## src/rtl/processor_seq.sv

```systemverilog
// Multi-cycle instruction sequencer driving an external register file and ALU.
// Optional carry chain between instructions: define PROC_SEQ_CARRY_CHAIN_EN.
module processor_seq #(
  parameter int COUNT_W = 8
) (
  input  logic               clk,
  input  logic               rst,
  input  logic               start,
  input  logic [15:0]        instr,
  input  logic [3:0]         alu_f,
  input  logic               alu_cout,
  output logic [1:0]         rp_addr,
  output logic [1:0]         rq_addr,
  output logic [1:0]         w_addr,
  output logic [3:0]         w_data,
  output logic               w_ena,
  output logic [2:0]         alu_sel,
  output logic               alu_cin,
  output logic               busy,
  output logic               done,
  output logic               carry_flag,
  output logic [COUNT_W-1:0] instr_count,
  output logic [2:0]         dbg_state
);

  typedef enum logic [2:0] {
    IDLE  = 3'd0,
    READ  = 3'd1,
    EXEC  = 3'd2,
    WRITE = 3'd3,
    DONE  = 3'd4
  } state_t;

  localparam logic [1:0] MODE_NOP   = 2'b00;
  localparam logic [1:0] MODE_LOADI = 2'b01;
  localparam logic [1:0] MODE_ALU   = 2'b10;
  localparam logic [1:0] MODE_CMP   = 2'b11;

  state_t             state;
  state_t             state_next;
  logic [15:0]        instr_q;
  logic [3:0]         result_q;
  logic [COUNT_W-1:0] count_q;

  // Fields of the latched instruction; nothing downstream looks at the live input.
  logic       use_carry;
  logic [2:0] op;
  logic [3:0] imm;
  logic [1:0] mode;
  logic [1:0] dst;
  logic [1:0] src_p;
  logic [1:0] src_q;

  assign use_carry = instr_q[15];
  assign op        = instr_q[14:12];
  assign imm       = instr_q[11:8];
  assign mode      = instr_q[7:6];
  assign dst       = instr_q[5:4];
  assign src_p     = instr_q[3:2];
  assign src_q     = instr_q[1:0];

  logic accept;
  assign accept = (state == IDLE) && start;

  always_ff @(posedge clk or negedge rst) begin
    if (!rst) begin
      state <= IDLE;
    end else begin
      state <= state_next;
    end
  end

  always_ff @(posedge clk or negedge rst) begin
    if (!rst) begin
      instr_q <= '0;
    end else if (accept) begin
      instr_q <= instr;
    end
  end

  always_ff @(posedge clk or negedge rst) begin
    if (!rst) begin
      result_q <= '0;
    end else if (state == EXEC) begin
      result_q <= alu_f;
    end
  end

  // Counts on leaving DONE, so an aborted instruction never retires.
  always_ff @(posedge clk or negedge rst) begin
    if (!rst) begin
      count_q <= '0;
    end else if (state == DONE) begin
      count_q <= count_q + COUNT_W'(1);
    end
  end

  assign instr_count = count_q;
  assign dbg_state   = state;

`ifdef PROC_SEQ_CARRY_CHAIN_EN
  logic carry_q;

  always_ff @(posedge clk or negedge rst) begin
    if (!rst) begin
      carry_q <= 1'b0;
    end else if (state == EXEC) begin
      carry_q <= alu_cout;
    end
  end

  assign carry_flag = carry_q;

  logic cin_value;
  assign cin_value = use_carry & carry_q;
`else
  logic unused_cout;
  assign unused_cout = alu_cout;
  assign carry_flag  = 1'b0;

  logic cin_value;
  assign cin_value = use_carry;
`endif

  // Handshake: start is a one-cycle request honoured only in IDLE (busy=0);
  // requests while busy are dropped, and done pulses once per retired instruction.
  always_comb begin
    state_next = state;
    unique case (state)
      IDLE: begin
        if (start) begin
          unique case (instr[7:6])
            MODE_NOP:   state_next = DONE;
            MODE_LOADI: state_next = WRITE;
            MODE_ALU:   state_next = READ;
            MODE_CMP:   state_next = READ;
            default:    state_next = IDLE;
          endcase
        end
      end
      READ:    state_next = EXEC;
      EXEC:    state_next = (mode == MODE_ALU) ? WRITE : DONE;
      WRITE:   state_next = DONE;
      DONE:    state_next = IDLE;
      default: state_next = IDLE;
    endcase
  end

  always_comb begin
    rp_addr = '0;
    rq_addr = '0;
    alu_sel = '0;
    alu_cin = 1'b0;
    w_addr  = '0;
    w_data  = '0;
    w_ena   = 1'b0;
    done    = 1'b0;
    busy    = (state != IDLE);
    unique case (state)
      READ, EXEC: begin
        rp_addr = src_p;
        rq_addr = src_q;
        alu_sel = op;
        alu_cin = cin_value;
      end
      WRITE: begin
        w_ena  = 1'b1;
        w_addr = dst;
        w_data = (mode == MODE_LOADI) ? imm : result_q;
      end
      DONE: begin
        done = 1'b1;
      end
      default: begin
      end
    endcase
  end

endmodule

```

## config.mk

```make
export PLATFORM = sky130hd
export DESIGN_NAME = processor_seq
export DESIGN_NICKNAME = d
export VERILOG_FILES = /design/src/rtl/processor_seq.sv
export SDC_FILE = /design/constraint.sdc
export NUM_CORES = 1
export LEC_CHECK = 0
export CAP_MARGIN = 10
export CORE_ASPECT_RATIO = 2
export CORE_MARGIN = 2
export CORE_UTILIZATION = 44
export CTS_CLUSTER_DIAMETER = 30
export DETAILED_ROUTE_END_ITERATION = 10
export PLACE_DENSITY = 0.91
export SYNTH_ARGS = -nofsm -noshare
export SYNTH_HDL_FRONTEND = slang
export SYNTH_SLANG_ARGS = --single-unit
```

## constraint.sdc

```tcl
create_clock -name clk -period 1.75 [get_ports clk]
set_input_delay 0.35 -clock clk [delete_from_list [all_inputs] [get_ports clk]]
set_output_delay 0.35 -clock clk [all_outputs]
set_load 0.01 [all_outputs]
```

==> metrics.csv <==
stage,metric,value,unit
floorplanning,die_w,45.27,um
placed_design,dp_cells,208,
routing,avgRoutedWirePerCell,16.31,um
setup_path,crit_type,reg2out,
logic_synthesis,yosys-top-cells-area,"dfrtp_1, mux2_4, mux2_2",
clocking,numCtsBuffers,5,
timing,skew,9.527,ps
setup_path,required,1400,ps
logic_synthesis,syn_area,1499,um^2
clocking,clockBufferDepth,2,
pwr,leakage,1.103,nW
clocking,cts_tree,yes,
timing,rsz0062_at_grt,yes,
outcome,violations,setup timing,
global_routing,grt_overflow,0,
clocking,clk-insertion-delay-late,280,ps
routing,vias_per_cell,5.079,
final_layout,stdcell_area,2293,um^2
global_routing,antenna_found_initial,0,
job,max_cap_violations,0,
final_layout,finalNetCount,219,
routing,antenna_left,0,
pwr,finalPower,3.980,mW
timing,setup_viol,9,
routing,finalWirelength,3703,um
timing,setup_slack,-48.56,ps
clocking,cts_hold_buf,0,
floorplanning,start_util,44.87,%
timing,min_period_over_period,102.8,%
global_routing,track_usage,19.93,%
routing,drt_pre_antenna_iters,4,
logic_synthesis,synth_fp_nets,140,
logic_synthesis,synth_edf_count,0,
timing,min_period,1799,ps
pwr,vdd_drop_max,1.168,mV
floorplanning,row_count,30,
floorplanning,coreArea,3341,um^2
logic_synthesis,ys_seq_area_share,51.75,%
setup_path,end_kind,output port,
global_routing,grt_max_degree,32,
logic_synthesis,synth-async-reset-ratio,100.0,%
final_layout,fillerInstances,229,
placed_design,gp_congestion,0.7310,
clocking,cts_htree_levels,2,
global_routing,grt_pass1_vias,1252,
setup_path,cp-start-kind,flip-flop,
final_layout,final_layout_size_suffix_gt1_share,44.10,%
clocking,cts_root_buffer,clkbuf_8,
setup_path,critPathArrivalTime,1450,ps
floorplanning,die-area,3918,um^2
routing,drt_iter0_drc,14,
logic_synthesis,ys_ff_latch,31,
timing,slew_viol_final,0,
final_layout,antenna_cells,0,
final_layout,fin_cells,227,
timing,final_hold_viol_count,0,
logic_synthesis,synth.top_cell.area_share,51.75,%
logic_synthesis,synth_commonest_cells,"dfrtp_1, and2_1, mux2_2, mux2_4",
floorplanning,chipHeight,86.54,um
logic_synthesis,yosys_warnings,0,
placed_design,hpwl,2612,um
floorplanning,io_pins,53,
logic_synthesis,synthCells,115,
logic_synthesis,synth_area_leader_cell,dfrtp_1,
routing,drc,0,
logic_synthesis,yosysMostFrequentCell,dfrtp_1,
timing,whs,461.5,ps
timing,fmax,556.0,MHz
logic_synthesis,syn_avg_cell_area,13.03,um^2
routing,num_vias,1153,
outcome,status,"complete, but fails checks",
final_layout,area_growth,53.00,%
pwr,power.density,1735,nW/um^2
logic_synthesis,synth-main-ff-cell,dfrtp_1,
hold_path,hold_class,in2async,
placed_design,io_buffers,50,
timing,fin_tns_setup,-256.9,ps
setup_path,crit_fanout,8,
clocking,path_clk_slew,70,ps
logic_synthesis,ys_types,30,
clocking,cts.sinks,31,
placed_design,place_area,2111,um^2
global_routing,grt_first_pass_wirelength,5671,um
[repair_timing]
action,4_1_cts,5_1_grt
pin swaps,2,10
setup buffers,8,4
setup endpoints to repair,18,31
gates resized for setup,71,21
[layout make-up]
type,count,area (um^2),share of cell area (%)
clock buffer,5,68.82,3.001
timing repair buffer,78,684.4,29.84
inverter,1,3.754,0.1637
tap,32,40.04,1.746
multi-input combinational,77,705.7,30.77
clock inverter,3,15.01,0.6547
sequential,31,775.7,33.82
[stage by stage]
step	setup slack, ps	util (%)
after floorplan	99.96	-
after global placement	-64.25	63.18
after detailed placement	-104.0	63.18
after CTS	-45.66	66.33
after global routing	-104.9	68.65
final	-48.56	68.65
[worst max-delay path, stage by stage (launching register included)]
cell and delay, ps:
dfrtp_1 410, buf_6 130, xnor2_2 140, nor2_1 50, buf_4 150, and2_1 150, buf_2 130
[cell families (layout without fill, tap and decap cells)]
logic type	after synthesis	in the layout	synth area share (%)
flip-flops	31	31	51.75
buffers and inverters	7	87	4.006
AO/OA/AOI/OAI	3	3	1.001
other	1	1	0.2502
multiplexers	25	25	20.95
XOR/XNOR	8	8	4.675
AND/OR/NAND/NOR	39	39	16.53
adder cells (fa/ha/maj)	1	1	0.8346
[cells in the final DEF, fill, tap and decap left out, drive strengths merged]
cell type      synthesis  layout
nor2                   7       7
dlygate4sd2            0       3
o21ai                  1       1
dfrtp                 31      31
buf                    5      43
nor2b                  1       1
a21oi                  2       2
and4                   1       1
clkdlybuf4s50          0      30
or3                    1       1
clkinv                 0       3
clkbuf                 1       6
and2                  11      11
dlymetal6s2s           0       1
and3b                  1       1
mux2                  21      21
and3                   1       1
ha                     1       1
nand3b                 2       2
nor3b                  3       3
mux2i                  4       4
nand4                  2       2
conb                   1       1
xnor2                  7       7
nand2b                 1       1
inv                    1       1
xor2                   1       1
nand3                  4       4
nor4b                  1       1
nand2                  3       3
[routing by layer]
layer  vias to the layer above  track usage (%)  wire, um
met3                         4            5.208       150
met4                         0            7.219        49
met2                        35            36.75      2207
met5                         -                0         0
li1                        546                -         -
met1                       568            20.14      1295
[state kept, by name, indices dropped and copies added (netlist names)]
signal and count:
result_q 4, instr_count 8, instr_q 16, dbg_state 3
[worst paths after layout]
kind	from	end	slack, ps	cells past startpoint
worst max-delay path	dbg_state[1]	alu_sel[1]	-50	6
worst min-delay path	rst	instr_count[6]	460	2
worst max register to register	dbg_state[2]	instr_q[12]	70	5
worst min register to register	instr_count[7]	instr_count[7]	490	1
max in group asynchronous	rst	instr_q[12]	1000	2
min in group clk	instr_count[7]	instr_count[7]	490	1
[power by group]
part           total (mW)  switching [mW]  internal [mW]
registers            1.29           0.245           1.04
logic                2.16           0.834           1.33
clock network       0.527           0.255          0.271
Note: power is estimated with default switching activity, not from simulation.
